### config.mk
export PLATFORM = sky130hd
export DESIGN_NAME = ibm_bist_driver
export DESIGN_NICKNAME = d
export VERILOG_FILES = /design/src/rtl/ibm_bist_driver.sv
export SDC_FILE = /design/constraint.sdc
export NUM_CORES = 1
export LEC_CHECK = 0
export CORE_ASPECT_RATIO = 1.4
export CORE_UTILIZATION = 45
export DETAILED_ROUTE_END_ITERATION = 8
export PLACE_DENSITY = 0.71
export SLEW_MARGIN = 40
export SYNTH_ARGS = -nofsm -noshare
export SYNTH_HDL_FRONTEND = slang
export SYNTH_SLANG_ARGS = --single-unit
### constraint.sdc
create_clock -name clk -period 6.5 [get_ports clk]
set_input_delay 1.625 -clock clk [delete_from_list [all_inputs] [get_ports clk]]
set_output_delay 1.625 -clock clk [all_outputs]
set_load 0.01 [all_outputs]
### src/rtl/ibm_bist_driver.sv
// rtl/ibm_bist_driver.sv - LFSR stimulus / MISR response harness for the 48-in/17-out ibm benchmark
module ibm_bist_driver #(
    parameter int              IN_W         = 48,
    parameter int              OUT_W        = 17,
    parameter int              NUM_PATTERNS = 1024,
    parameter int              DUT_LAT      = 0,
    parameter logic [IN_W-1:0] DEFAULT_SEED = 48'h0000_0000_0001,
    parameter int              CNT_W        = 32
) (
    input  logic             clk,
    input  logic             rst_n,
    input  logic             start,
    input  logic             seed_load,
    input  logic [IN_W-1:0]  seed_in,
    output logic [IN_W-1:0]  pat_out,
    input  logic [OUT_W-1:0] resp_in,
    output logic             busy,
    output logic             done,
    output logic [OUT_W-1:0] signature,
    output logic [CNT_W-1:0] toggle_count,
    output logic [CNT_W-1:0] pat_count
);

    localparam int ISS_W = (NUM_PATTERNS > 1) ? $clog2(NUM_PATTERNS) : 1;
    localparam int POP_W = $clog2(OUT_W + 1);

    typedef enum logic [1:0] {
        S_IDLE  = 2'd0,
        S_RUN   = 2'd1,
        S_DRAIN = 2'd2,
        S_DONE  = 2'd3
    } state_t;

    state_t             state_q, state_d;
    logic [IN_W-1:0]    lfsr;
    logic [IN_W-1:0]    lfsr_next;
    logic [OUT_W-1:0]   misr;
    logic [OUT_W-1:0]   misr_next;
    logic [OUT_W-1:0]   resp_prev;
    logic               have_prev;
    logic [ISS_W-1:0]   iss_cnt;
    logic [CNT_W-1:0]   tog_q;
    logic [CNT_W-1:0]   pc_q;
    logic [CNT_W:0]     tog_sum;
    logic [POP_W-1:0]   pop;
    logic               issue;
    logic               accept;
    logic               capture;
    logic               drain_empty;
    logic               last_issue;
    logic               ctl_window;

    assign ctl_window = (state_q == S_IDLE) || (state_q == S_DONE);
    assign last_issue = (iss_cnt == ISS_W'(NUM_PATTERNS - 1));
    assign lfsr_next  = {lfsr[IN_W-2:0], lfsr[IN_W-1] ^ lfsr[IN_W-2] ^ lfsr[20] ^ lfsr[19]};
    assign misr_next  = {misr[OUT_W-2:0], misr[OUT_W-1] ^ misr[13]} ^ resp_in;

    always_comb begin
        pop = '0;
        for (int i = 0; i < OUT_W; i++) begin
            pop = pop + POP_W'(resp_in[i] ^ resp_prev[i]);
        end
    end

    assign tog_sum = {1'b0, tog_q} + (CNT_W + 1)'(pop);

    // The issue strobe travels through a shift register that mirrors the benchmark's register stages.
    generate
        if (DUT_LAT == 0) begin : g_comb
            assign capture     = issue;
            assign drain_empty = 1'b1;
        end else begin : g_pipe
            logic [DUT_LAT-1:0] pipe;
            logic [DUT_LAT-1:0] pipe_sh;

            assign pipe_sh     = pipe << 1;
            assign capture     = pipe[DUT_LAT-1];
            assign drain_empty = (pipe_sh == '0);

            always_ff @(posedge clk or negedge rst_n) begin
                if (!rst_n) begin
                    pipe <= '0;
                end else begin
                    pipe <= pipe_sh | DUT_LAT'(issue);
                end
            end
        end
    endgenerate

    always_comb begin
        state_d = state_q;
        issue   = 1'b0;
        accept  = 1'b0;
        case (state_q)
            S_IDLE, S_DONE: begin
                if (start) begin
                    accept  = 1'b1;
                    state_d = S_RUN;
                end
            end
            S_RUN: begin
                issue = 1'b1;
                if (last_issue) begin
                    state_d = (DUT_LAT == 0) ? S_DONE : S_DRAIN;
                end
            end
            S_DRAIN: begin
                if (drain_empty) begin
                    state_d = S_DONE;
                end
            end
            default: state_d = S_IDLE;
        endcase
    end

    always_ff @(posedge clk or negedge rst_n) begin
        if (!rst_n) begin
            state_q <= S_IDLE;
        end else begin
            state_q <= state_d;
        end
    end

    always_ff @(posedge clk or negedge rst_n) begin
        if (!rst_n) begin
            lfsr      <= DEFAULT_SEED;
            misr      <= '0;
            resp_prev <= '0;
            have_prev <= 1'b0;
            iss_cnt   <= '0;
            tog_q     <= '0;
            pc_q      <= '0;
        end else begin
            // A seed loaded alongside start is already in place for pattern 0 of the run.
            if (seed_load && ctl_window) begin
                lfsr <= (seed_in == '0) ? DEFAULT_SEED : seed_in;
            end else if (issue) begin
                lfsr <= lfsr_next;
            end

            if (accept) begin
                misr      <= '0;
                tog_q     <= '0;
                pc_q      <= '0;
                iss_cnt   <= '0;
                have_prev <= 1'b0;
            end else begin
                if (issue) begin
                    iss_cnt <= iss_cnt + ISS_W'(1);
                end
                if (capture) begin
                    misr      <= misr_next;
                    pc_q      <= pc_q + CNT_W'(1);
                    resp_prev <= resp_in;
                    have_prev <= 1'b1;
                    if (have_prev) begin
                        tog_q <= tog_sum[CNT_W] ? {CNT_W{1'b1}} : tog_sum[CNT_W-1:0];
                    end
                end
            end
        end
    end

    assign pat_out      = lfsr;
    assign busy         = (state_q == S_RUN) || (state_q == S_DRAIN);
    assign done         = (state_q == S_DONE);
    assign signature    = misr;
    assign toggle_count = tog_q;
    assign pat_count    = pc_q;

endmodule

Word-level counts from Yosys, hierarchy flattened --
Index checks and enable logic that the tools add are counted.
Word-level totals: memories 0, register bits 159, RAM bits 0, bits in read-only memories 0, input port bits 69, bits in latches 0
Operators by class: shift-type cells 0, order comparisons 0, div/mod/pow operators 0, multipliers 0, reductions and logical operators 12, mux-type cells 21, bitwise operators 23, add/subtract/negate cells 19, equal/unequal tests 6
Operators with widths (count):
- $mux W32 | 6
- $mux W48 | 3
- $add A5 B1 Y5 | 12
- $logic_not A48 Y1 | 1
- $mux W17 | 2
- $add A32 B5 Y33 | 1
- $add A32 B1 Y32 const B | 1
- $xor A1 B1 Y1 | 21
- $mux W10 | 2
- $xor A17 B17 Y17 | 1
- $add A10 B1 Y10 const B | 1
- $eq A10 B10 Y1 const B | 1
- $pmux W2 S3 | 1
- $reduce_and A2 Y1 | 3
- $reduce_bool A2 Y1 | 3
- $add A4 B1 Y5 | 1
- $mux W1 | 5
- $add A3 B1 Y4 | 1
- $eq A2 B2 Y1 const B | 2
- $mux W2 | 2
- $ne A2 B2 Y1 const B | 2
- $add A2 B1 Y3 | 1
- $add A1 B1 Y2 | 1
- $eq A2 B1 Y1 const B | 1
- 5 further kinds | 6

Logic depth before layout (Yosys ltp) --
Gate-level depths: netlist of the first run.
depth after elaboration 22, depth in mapped cells 18, depth with buffers taken out 17

Worst setup path before layout of the first run --
OpenSTA, ideal clock, no wires.
path kind input to register, start in resp_in[0], end reg tog_q[12], in the netlist toggle_count[12], path buffers 0, stages 16, path slack 0.209 ns, arrival 6.205 ns, cells stage by stage xor2_1 > fa_1 > fa_1 > fa_1 > inv_1 > fa_1 > fa_1 > inv_1 > ha_1 > fa_1 > a21o_1 > a221oi_2 > nor3_2 > and3_1 > and3_1 > nor3_1
On the way: cells in the longest elaborated chain, start to end 22
Ends and longest elaborated chain:
- start, declared | RTL line 16 | input logic [OUT_W-1:0] resp_in,
- $xor A1 B1 Y1 | RTL line 61 | pop = pop + POP_W'(resp_in[i] ^ resp_prev[i]);
- $add A1 B1 Y2 | RTL line 61
- $add A2 B1 Y3 | RTL line 61
- $add A3 B1 Y4 | RTL line 61
- $add A4 B1 Y5 | RTL line 61
- $add A5 B1 Y5 (12 in series) | RTL line 61
- $add A32 B5 Y33 | RTL line 65 | assign tog_sum = {1'b0, tog_q} + (CNT_W + 1)'(pop);
- $mux W32 | RTL line 157 | tog_q <= tog_sum[CNT_W] ? {CNT_W{1'b1}} : tog_sum[CNT_W-1:0];
- $mux W32 | RTL line 156 | if (have_prev) begin
- $mux W32 | RTL line 151 | if (capture) begin
- $mux W32 | RTL line 141 | if (accept) begin
- end signal, assigned | RTL line 157
- end, declared | RTL line 42 | logic [CNT_W-1:0] tog_q;
No other way between the ends. The select of a mux whose other input is x is not followed. A chain may end at the register's enable or synchronous reset.

Worst setup path after layout of the first run --
start in resp_in[14], end reg tog_q[12], in the netlist toggle_count[12]
On the way: cells in the longest elaborated chain, start to end 9
Ends and longest elaborated chain (RTL line):
- $xor A1 B1 Y1 | 61
- $add A5 B1 Y5 (3 in series) | 61
- $add A32 B5 Y33 | 65
- $mux W32 | 157
- $mux W32 | 156
- $mux W32 | 151
- $mux W32 | 141
No other way between the ends. The select of a mux whose other input is x is not followed.

==> summary.txt, run 1 <==
Run status
  • Outcome: finished, final reports clean

Worst setup path
  • Endpoint class of the critical path: flip-flop
  • Worst Path Arrival: 6.66 ns
  • FF-to-FF Start: resp_prev[6]
  • Reg2reg end: toggle_count[12]
  • Reg2Reg Depth: 17
  • R2r setup slk: 1.30 ns
  • Startpoint class of the critical path: input port
  • Worst Setup SP: resp_in[14]
  • Max Fanout on Critical Path: 8
  • Worst Path Required: 6.84 ns
  • Crit path kind: input port to flip-flop

Timing
  • Slew headroom: 0.4878
  • WHS: 0.5273 ns
  • RSZ-0062 raised after global routing: false
  • Final setup violation count: 0
  • Clk_skew: 0.01163 ns
  • Setup TNS: 0 ns
  • Worst-margin pin slew: 0.7684 ns
  • Final number of hold-violating endpoints: 0
  • FMAX: 158.5 MHz
  • Final period demand of the worst path: 6.311 ns
  • Pins Over Slew Limit: 0
  • Period utilization: 0.9709

Pwr
  • Leakage: between 4 and 5 nW
  • Worst vdd ir: 0.9582 mV
  • Power per cell area: 666.5 mW/mm^2

Route
  • Final WL: between 20 and 25 mm
  • 1st-iter DRT viols: 331
  • ANT nets after route: 0
  • First-pass detailed-route iteration total: 4
  • WL/cell: approximately 17 um
  • Via Count: just under 7000
  • DRC: 0
  • Via density: approximately 5.4

Placement
  • IO buf count: 199
  • Area after DPL: 0.01071 mm^2
  • HPWL Detailed: 15.11 mm
  • GP Congestion: between 0.8 and 0.9

Synth
  • Mapped Cells: about 800
  • Number of flops mapped to enable cells by yosys: 0
  • Synth async-reset ratio: 1.000
  • Top cells by area, synth: dfrtp_1 47%, mux2i_1 6.1%, o21ai_0 5.1%
  • Synth Area per Inst: 10.16 um^2
  • Syn nets: 923
  • Synthesized flop and latch total: between 150 and 200
  • Synthesized area: 0.008376 mm^2
  • Yosys top cell by area: dfrtp_1
  • Yosys cell types: 53
  • Sequential cell area fraction in the yosys report: 0.4752
  • Share of the synthesized area in the top cell type: 0.4721
  • Dominant register cell in the synthesized netlist: dfrtp_1
  • Yosys warns: 0

Global routing
  • All-Layer GR Usage: 0.2299
  • First-pass GRT wire length: 34.62 mm
  • Initial antenna violation count: 0
  • Largest net degree at the start of global routing: 107
  • GR Overflow Total: 0
  • Vias in the first global route: 6723

Die
  • DIE WIDTH: approximately 120 um
  • Die area: 0.01917 mm^2
  • Boundary Pins: 200
  • Site row count: 58
  • Die Ht: 163.4 um
  • Core ar.: 0.01807 mm^2
  • Initial Util: 0.4635

Final layout
  • Synthesis-to-finish area growth: 36.48%
  • Commonest cells after routing, fill and taps aside: 191 x clkdlybuf4s50_1, 158 x dfrtp_1, 85 x o21ai_0, 74 x nor2_1, 71 x nand2_1
  • Nets@finish: ~1100
  • Register area: 0.003980 mm^2
  • Design Area, Final: 0.01143 mm^2
  • Area of the multi-input gates: 0.004214 mm^2
  • Number of antenna repair diodes: 0
  • Layout filler cell count: roughly 1500
  • Layout cell share with drive strength beyond 1: 0.09866
  • Most common cell after layout, fill and taps aside: clkdlybuf4s50_1

Clock tree
  • Worst-skew pair later-pin latency: 0.43 ns
  • CTS Root Cell: clkbuf_16
  • TritonCTS buffer count: 17
  • Clock transition at path regs: 0.07 ns
  • Worst-case clock buffer depth: 2
  • H-tree depth: 4
  • # hold bufs at CTS: 0
  • # clock sinks: 159
  • CTS tree: built

Worst hold path
  • Hold wc startpoint: resp_prev[5]
  • Tightest Hold Check Type: flip-flop to flip-flop
  • WHS Endpoint: resp_prev[5]
  • Min-Delay Path Depth: 1

Job
  • Maxcap violations: 0
==> critical path, cell delays in order <==
cell             delay (ns)
clkdlybuf4s50_1        0.46
xnor2_1                0.16
fa_1                   0.49
inv_1                  0.06
fa_1                   0.46
fa_1                   0.49
inv_1                  0.05
fa_1                   0.46
fa_1                   0.54
inv_1                  0.04
ha_1                   0.21
fa_1                   0.38
a21o_1                 0.23
a221oi_2               0.24
buf_4                  0.17
nor3_2                 0.09
and3_1                 0.20
and3_1                 0.17
nor3_1                 0.12
==> cell usage after synthesis, types with 4 or more instances <==
library cell	n
a211oi_1	20
a21o_1	4
a21oi_1	15
a31oi_1	14
and2_1	6
and3_1	13
buf_2	6
clkbuf_1	29
dfrtp_1	158
fa_1	12
ha_1	18
inv_1	17
mux2_2	17
mux2i_1	51
nand2_1	71
nand3_1	32
nand4_1	18
nor2_1	74
nor3_1	17
nor3_2	4
nor4_1	16
o21ai_0	85
or3_1	10
xnor2_1	44
xor2_1	34
==> timing repair <==
action / in CTS / in global routing
setup endpoints to repair: 1 / 30
hold endpoints to repair: 0 / 0
setup buffers: 1 / 1
pin swaps: 8 / 5
gates resized for setup: 2 / 11
==> layer usage <==
layer | track usage | vias up | routed length, um
li1 | - | 3341 | -
met1 | 0.2736 | 3345 | 8876
met2 | 0.3997 | 228 | 10990
met3 | 0.06041 | 25 | 1336
met4 | 0.08264 | 0 | 308
met5 | 0 | - | 0
==> power breakdown <==
group / internal (mW) / total, mW / switching [mW]
clock: 0.623 / 1.06 / 0.439
combinational: 2.57 / 4.98 / 2.41
sequential: 1.30 / 1.58 / 0.278
total: 4.49 / 7.62 / 3.13
==> logic make-up (layout without fill, tap and decap cells) <==
logic type | after synthesis | count (layout) | synth area share
xor gates and xnor gates | 78 | 78 | 0.08157
muxes | 68 | 68 | 0.08381
DFF | 159 | 159 | 0.4752
AOI/OAI and AO/OA | 157 | 157 | 0.1129
buffers and inverters | 57 | 277 | 0.02823
adders and majority gates | 30 | 30 | 0.05557
and+or+nand+nor | 275 | 275 | 0.1627
==> per-stage QoR <==
stage                     worst slack (ns)  std cells  power [mW]  utilization
after CTS                          0.01191       1282       7.561       0.6278
after floorplan                     0.2090        824       4.557            -
final                               0.1889       1284       7.618       0.6326
after global routing               0.01602       1284       8.286       0.6326
after detailed placement           -0.5001       1249       6.322       0.5927
after global placement             -0.4119       1249       6.272       0.5925
==> flip-flops by register name (all words and copies together), names as in the netlist <==
register / count
state_q: 2
pat_out: 48
toggle_count: 32
resp_prev: 17
signature: 17
have_prev: 1
iss_cnt: 10
pat_count: 32
==> worst max-delay path by stage <==
stage / endpoint / slack (ns) / cells after the start
2_1_floorplan: toggle_count[12] / 0.21 / 16
3_3_place_gp: toggle_count[12] / -0.41 / 18
3_5_place_dp: toggle_count[12] / -0.50 / 18
4_1_cts: toggle_count[12] / 0.01 / 18
5_1_grt: toggle_count[12] / 0.02 / 19
6_report: toggle_count[12] / 0.19 / 19
==> area by class of cell <==
| type | count | area share |
|---|---|---|
| multi-input cells | 608 | 0.3687 |
| flip-flops and latches | 159 | 0.3482 |
| repair buffers | 228 | 0.1970 |
| clock buffers | 18 | 0.03842 |
| well taps | 240 | 0.02627 |
| clock inverters | 14 | 0.01587 |
| inverters | 17 | 0.005582 |
Power figures use the tool's default switching activity.
==> run 2, diff against run 1 <==
--- a/config.mk
+++ b/config.mk
@@ -8,7 +8,7 @@
 export CORE_ASPECT_RATIO = 1.4
 export CORE_UTILIZATION = 45
 export DETAILED_ROUTE_END_ITERATION = 8
-export PLACE_DENSITY = 0.71
+export PLACE_DENSITY_LB_ADDON = 0.05
 export SLEW_MARGIN = 40
 export SYNTH_ARGS = -nofsm -noshare
 export SYNTH_HDL_FRONTEND = slang
==> run 2 against run 1 <==
  * Wire length decreased by 5.9%
  * Highest routed layer unchanged
  * Power decreased by 4.1%
  * Flip-flop and latch count unchanged
  * Sequential power about the same
  * Critical path depth unchanged
==> summary.txt, run 2 (synthesized netlist as in run 1, its figures left out) <==
Die
  • Die area: 0.01917 mm^2
  • Boundary Pins: 200
  • Site row count: 58
  • Die Ht: 163.4 um
  • Core ar.: 0.01807 mm^2
  • DIE WIDTH: about 120 um
  • Initial Util: 0.4635

Worst setup path
  • Max Fanout on Critical Path: 8
  • CP endpoint: toggle_count[12]
  • Endpoint class of the critical path: flip-flop
  • Reg2Reg Depth: 17
  • FF-to-FF Start: resp_prev[2]
  • Reg2reg end: toggle_count[12]
  • R2r setup slk: 1.42 ns
  • Worst Path Arrival: ~6.5 ns
  • Startpoint class of the critical path: input port
  • Worst Setup SP: resp_in[14]
  • Worst Path Required: about 7 ns
  • Crit path kind: input port to flip-flop

Worst hold path
  • Tightest Hold Check Type: flip-flop to flip-flop
  • Hold wc startpoint: have_prev

Final layout
  • Layout cell share with drive strength beyond 1: 0.09588
  • Commonest cells after routing, fill and taps aside: 191 x clkdlybuf4s50_1, 158 x dfrtp_1, 85 x o21ai_0, 74 x nor2_1, 71 x nand2_1
  • Most common cell after layout, fill and taps aside: clkdlybuf4s50_1
  • Synthesis-to-finish area growth: 35.82%
  • Cell Count, Final, Fillers Out: around 1300
  • Nets@finish: roughly 1100
  • Number of antenna repair diodes: 0
  • Design Area, Final: 0.01138 mm^2
  • Largest register FFs: between 40 and 50

Route
  • ANT nets after route: 0
  • DRC: 0
  • First-pass detailed-route iteration total: 4
  • WL/cell: roughly 16 um
  • Via density: 5.291
  • Via Count: 6788
  • 1st-iter DRT viols: 302
  • Final WL: around 20 mm

Clock tree
  • Worst-case clock buffer depth: 2
  • CTS Root Cell: clkbuf_16
  • Worst-skew pair later-pin latency: ~0.42 ns
  • TritonCTS buffer count: 17
  • H-tree depth: 4
  • # clock sinks: between 150 and 200
  • Clock transition at path regs: 0.06 ns
  • CTS tree: built
  • # hold bufs at CTS: 0

Timing
  • Worst-margin pin slew: 0.7948 ns
  • Pins Over Slew Limit: 0
  • WHS: approximately 0.5 ns
  • Final setup violation count: 0
  • Final period demand of the worst path: approximately 6.2 ns
  • Period utilization: 0.9539
  • Final number of hold-violating endpoints: 0
  • FMAX: 161.3 MHz
  • Setup TNS: 0 ns
  • RSZ-0062 raised after global routing: false
  • Slew headroom: 0.4701
  • Clk_skew: 0.01116 ns

Global routing
  • All-Layer GR Usage: 0.2204
  • Initial antenna violation count: 0
  • Vias in the first global route: 6710
  • Largest net degree at the start of global routing: a little under 100
  • GR Overflow Total: 0
  • First-pass GRT wire length: approximately 34 mm

Job
  • Maxcap violations: 0

Pwr
  • Final total power: 7.303 mW
  • Worst vdd ir: 0.7165 mV
  • Leakage: 4.803 nW
  • Power per cell area: between 600 and 700 mW/mm^2

Placement
  • GP Congestion: 0.8004
  • IO buf count: 199
  • Area after DPL: 0.01072 mm^2
  • Placed cells: between 1000 and 1500
  • HPWL Detailed: 14.66 mm

Run status
  • Outcome: finished, final reports clean
[run 2: cell count changes in the layout (fill, tap and decap cells not counted), moves of 2 or more]
cell	before	now
clkbuf_1	0	4
clkinvlp_4	2	4
inv_6	3	0
inv_8	2	0
[run 2: worst max-delay path: stages]
cell and delay [ns]:
clkdlybuf4s50_1 0.44, xnor2_1 0.15, fa_1 0.48, inv_1 0.05
fa_1 0.47, fa_1 0.49, inv_1 0.05, fa_1 0.48
fa_1 0.54, inv_1 0.04, ha_1 0.21, fa_2 0.35
a21o_1 0.20, a221oi_2 0.22, buf_4 0.18, nor3_4 0.07
and3_1 0.19, and3_1 0.17, nor3_1 0.11
[run 2: per-stage QoR]
stage,util,setup WS (ns)
after floorplan,-,0.2090
after global placement,0.5929,-0.4003
after detailed placement,0.5931,-0.4600
after CTS,0.6248,0.002442
after global routing,0.6296,0.02942
final,0.6296,0.2996
[run 2: how the worst min path moves through the flow]
stage / slack [ns] / cells after the start / to
final: 0.51 / 2 / have_prev
after global routing: 0.54 / 1 / resp_prev[3]
after CTS: 0.51 / 2 / have_prev
after detailed placement: 0.50 / 2 / have_prev
after global placement: 0.50 / 2 / have_prev
after floorplan: 0.47 / 1 / state_q[0]
[run 2: repair_timing]
item	4_1_cts	5_1_grt
setup buffers	0	1
endpoints found under the setup margin	1	30
gates resized for setup	0	16
gates cloned	0	0
pin swaps	5	8
[run 2: per-layer routing]
metal / track usage / share of wire / up-vias
li1: - / - / 3338
met1: 0.2784 / 0.43 / 3261
met2: 0.3698 / 0.50 / 176
met3: 0.06390 / 0.065 / 13
met4: 0.05608 / 0.0093 / 0
met5: 0 / 0 / -
[run 2: power breakdown]
group | total (mW) | switching, mW | internal (mW)
Sequential | 1.57 | 0.271 | 1.30
Clock | 0.975 | 0.399 | 0.576
Combinational | 4.76 | 2.35 | 2.41
Total | 7.30 | 3.02 | 4.29
[run 2: layout make-up]
cell class              instances  area, um^2
inverters                      17       63.81
clock buffers                  22       454.2
repair buffers                227        2225
well taps                     240       300.3
fillers                      1494        6694
flip-flops and latches        159        3980
multi-input cells             608        4235
clock inverters                10       117.6
==> run 3, diff against run 2 <==
--- a/config.mk
+++ b/config.mk
@@ -5,7 +5,7 @@
 export SDC_FILE = /design/constraint.sdc
 export NUM_CORES = 1
 export LEC_CHECK = 0
-export CORE_ASPECT_RATIO = 1.4
+export CORE_ASPECT_RATIO = 1.1
 export CORE_UTILIZATION = 45
 export DETAILED_ROUTE_END_ITERATION = 8
 export PLACE_DENSITY_LB_ADDON = 0.05
==> run 3 against run 2 <==
  * Wire length grew 2.8%
  * Clock skew shrank 0.0040 ns
  * Utilization grew 0.38 points
  * Critical path depth is the same
  * Worst setup slack lost 0.087 ns
  * Clock-buffer cell count grew 1
  * Power shrank 0.75%
  * Sequential power is essentially flat
  * Critical endpoint unchanged
  * Largest power group unchanged
  * Highest routed layer unchanged
==> summary.txt, run 3 (synthesized netlist as in run 1, its figures left out) <==
Final layout
  • Layout filler cell count: approximately 1500
  • Nets@finish: between 1000 and 1500
  • Synthesis-to-finish area growth: 35.58%
  • Area of the multi-input gates: 0.004220 mm^2
  • Cell Count, Final, Fillers Out: roughly 1300
  • Design Area, Final: between 0.01 and 0.015 mm^2
  • Register area: 0.003980 mm^2
  • Commonest cells after routing, fill and taps aside: 191 x clkdlybuf4s50_1, 158 x dfrtp_1, 85 x o21ai_0, 74 x nor2_1, 71 x nand2_1
  • Layout cell share with drive strength beyond 1: 0.09396
  • Largest register FFs: between 40 and 50
  • Most common cell after layout, fill and taps aside: clkdlybuf4s50_1

Clock tree
  • # clock sinks: 159
  • TritonCTS buffer count: 17
  • Worst-case clock buffer depth: 2
  • CTS Root Cell: clkbuf_16
  • H-tree depth: 4
  • CTS tree: built
  • Worst-skew pair later-pin latency: roughly 0.42 ns
  • Clock transition at path regs: 0.06 ns

Timing
  • Final number of hold-violating endpoints: 0
  • WHS: approximately 0.51 ns
  • Final period demand of the worst path: about 6.3 ns
  • Final setup violation count: 0
  • RSZ-0062 raised after global routing: false
  • Period utilization: 0.9673
  • Pins Over Slew Limit: 0
  • Slew headroom: 0.4767
  • Clk_skew: 0.007135 ns
  • Worst-margin pin slew: 0.7850 ns
  • FMAX: 159.0 MHz

Worst setup path
  • Reg2Reg Depth: 17
  • CP cell instances: clkdlybuf4s50_1 -> xnor2_1 -> fa_1 -> inv_1 -> fa_1 -> fa_1 -> inv_1 -> fa_1 -> fa_1 -> inv_1 -> ha_1 -> fa_2 -> a21o_1 -> a221oi_2 -> buf_4 -> nor3_4 -> and3_1 -> and3_1 -> nor3_1
  • Worst Setup SP: resp_in[14]
  • CP endpoint: toggle_count[12]
  • FF-to-FF Start: resp_prev[4]
  • Crit path kind: input port to flip-flop
  • Startpoint class of the critical path: input port
  • Worst Path Required: 6.83 ns
  • CP most frequent cell: fa_1
  • Endpoint class of the critical path: flip-flop
  • R2r setup slk: roughly 1.4 ns
  • Reg2reg end: toggle_count[12]
  • Worst Path Arrival: 6.62 ns
  • Max Fanout on Critical Path: 7
  • Max stage delay on crit path: 0.54 ns
  • Largest delay share family, worst path: adder cells
  • Critical path buffers and inverters: 5
  • Worst path depth: 19
  • CP max-delay cell: fa_1

Route
  • 1st-iter DRT viols: 398
  • Via density: 5.353
  • ANT nets after route: 0
  • DRC: 0
  • WL/cell: 16.23 um
  • Final WL: 20.80 mm
  • First-pass detailed-route iteration total: 5
  • Via Count: 6862

Global routing
  • All-Layer GR Usage: 0.2245
  • Largest net degree at the start of global routing: 67
  • First-pass GRT wire length: 34.27 mm
  • Initial antenna violation count: 1
  • Vias in the first global route: 6597
  • GR Overflow Total: 0

Die
  • Site row count: 51
  • Boundary Pins: 200
  • Die area: 0.01916 mm^2
  • Initial Util: 0.4671
  • Core ar.: approximately 0.018 mm^2
  • Die Ht: 145.1 um
  • DIE WIDTH: 132.1 um

Placement
  • HPWL Detailed: 14.76 mm
  • IO buf count: approximately 200
  • Area after DPL: 0.01072 mm^2
  • Placed cells: 1248
  • GP Congestion: between 0.7 and 0.8

Pwr
  • Power share of the combinational group: 0.653
  • Internal power: approximately 4.2 mW
  • Switching share of power: 0.4174
  • Flop pwr share: 0.218
  • Psw: around 3 mW
  • Leakage: 4.805 nW
  • Worst vdd ir: 1.452 mV
  • Clock power share: 0.130
  • Power per cell area: 638.3 mW/mm^2

Run status
  • Outcome: finished, final reports clean

Job
  • Maxcap violations: 0

Worst hold path
  • Tightest Hold Check Type: flip-flop to flip-flop
[run 3: cell types whose count changed in the layout (fill, tap and decap cells not counted), sizes merged]
cell / before / now
clkbuf: 22 / 23
diode: 0 / 1
clkinvlp: 4 / 2
clkinv: 4 / 6
bufinv: 2 / 1
[run 3: how the worst min path moves through the flow]
stage | startpoint | to | slack (ns) | cells past startpoint
final | have_prev | have_prev | 0.51 | 2
after global routing | resp_prev[16] | resp_prev[16] | 0.54 | 1
after CTS | have_prev | have_prev | 0.52 | 2
after detailed placement | have_prev | have_prev | 0.50 | 2
after global placement | have_prev | have_prev | 0.49 | 2
after floorplan | state_q[0] | state_q[0] | 0.47 | 1
[run 3: through the flow]
step                      utilization  power (mW)  worst slack, ns  TNS (ns)
after floorplan                     -       4.557           0.2090         0
after global placement         0.5974       6.277          -0.4326    -10.54
after detailed placement       0.5976       6.317          -0.4628    -11.22
after CTS                      0.6293       7.305        0.0003459         0
after global routing           0.6333       8.006          0.03500         0
final                          0.6333       7.248           0.2123         0
[run 3: what timing repair did]
| action | 4_1_cts | 5_1_grt |
|---|---|---|
| pin swaps | 1 | 9 |
| gates resized for setup | 2 | 12 |
| buffers inserted | 0 | 0 |
| endpoints found under the setup margin | 1 | 31 |
| hold buffers | 0 | 0 |
[run 3: power groups by stage]
stage | sequential, mW | clock, mW | combinational, mW
floorplan | 1.63 | 0 | 2.93
global placement | 1.58 | 0 | 4.70
detailed placement | 1.58 | 0 | 4.74
CTS | 1.58 | 0.964 | 4.76
global route | 1.62 | 1.01 | 5.37
finish | 1.58 | 0.939 | 4.73
[run 3: metal layers]
layer	GRT usage	up-vias	share of wire	wire length, um
met5	0	-	0	0
met4	0.06860	0	0.011	225
met3	0.06534	19	0.065	1355
met2	0.3513	193	0.47	9861
met1	0.2996	3302	0.45	9360
li1	-	3348	-	-
[run 3: cell type report]
cell class | count | share of cell area
multi-input cells | 608 | 0.3716
flip-flops and latches | 159 | 0.3505
repair buffers | 227 | 0.1970
clock buffers | 23 | 0.04121
well taps | 238 | 0.02622
clock inverters | 9 | 0.007602
inverters | 17 | 0.005619
diodes | 1 | 0.0002204
[run 3: worst register-to-register path, stage by stage (launching register included)]
cell	delay (ns)
dfrtp_1	0.40
xor2_2	0.19
fa_1	0.53
fa_1	0.52
fa_1	0.54
inv_1	0.05
fa_1	0.46
fa_1	0.54
inv_1	0.04
ha_1	0.21
fa_2	0.34
a21o_1	0.21
a221oi_2	0.24
buf_4	0.18
nor3_4	0.07
and3_1	0.19
and3_1	0.17
nor3_1	0.14
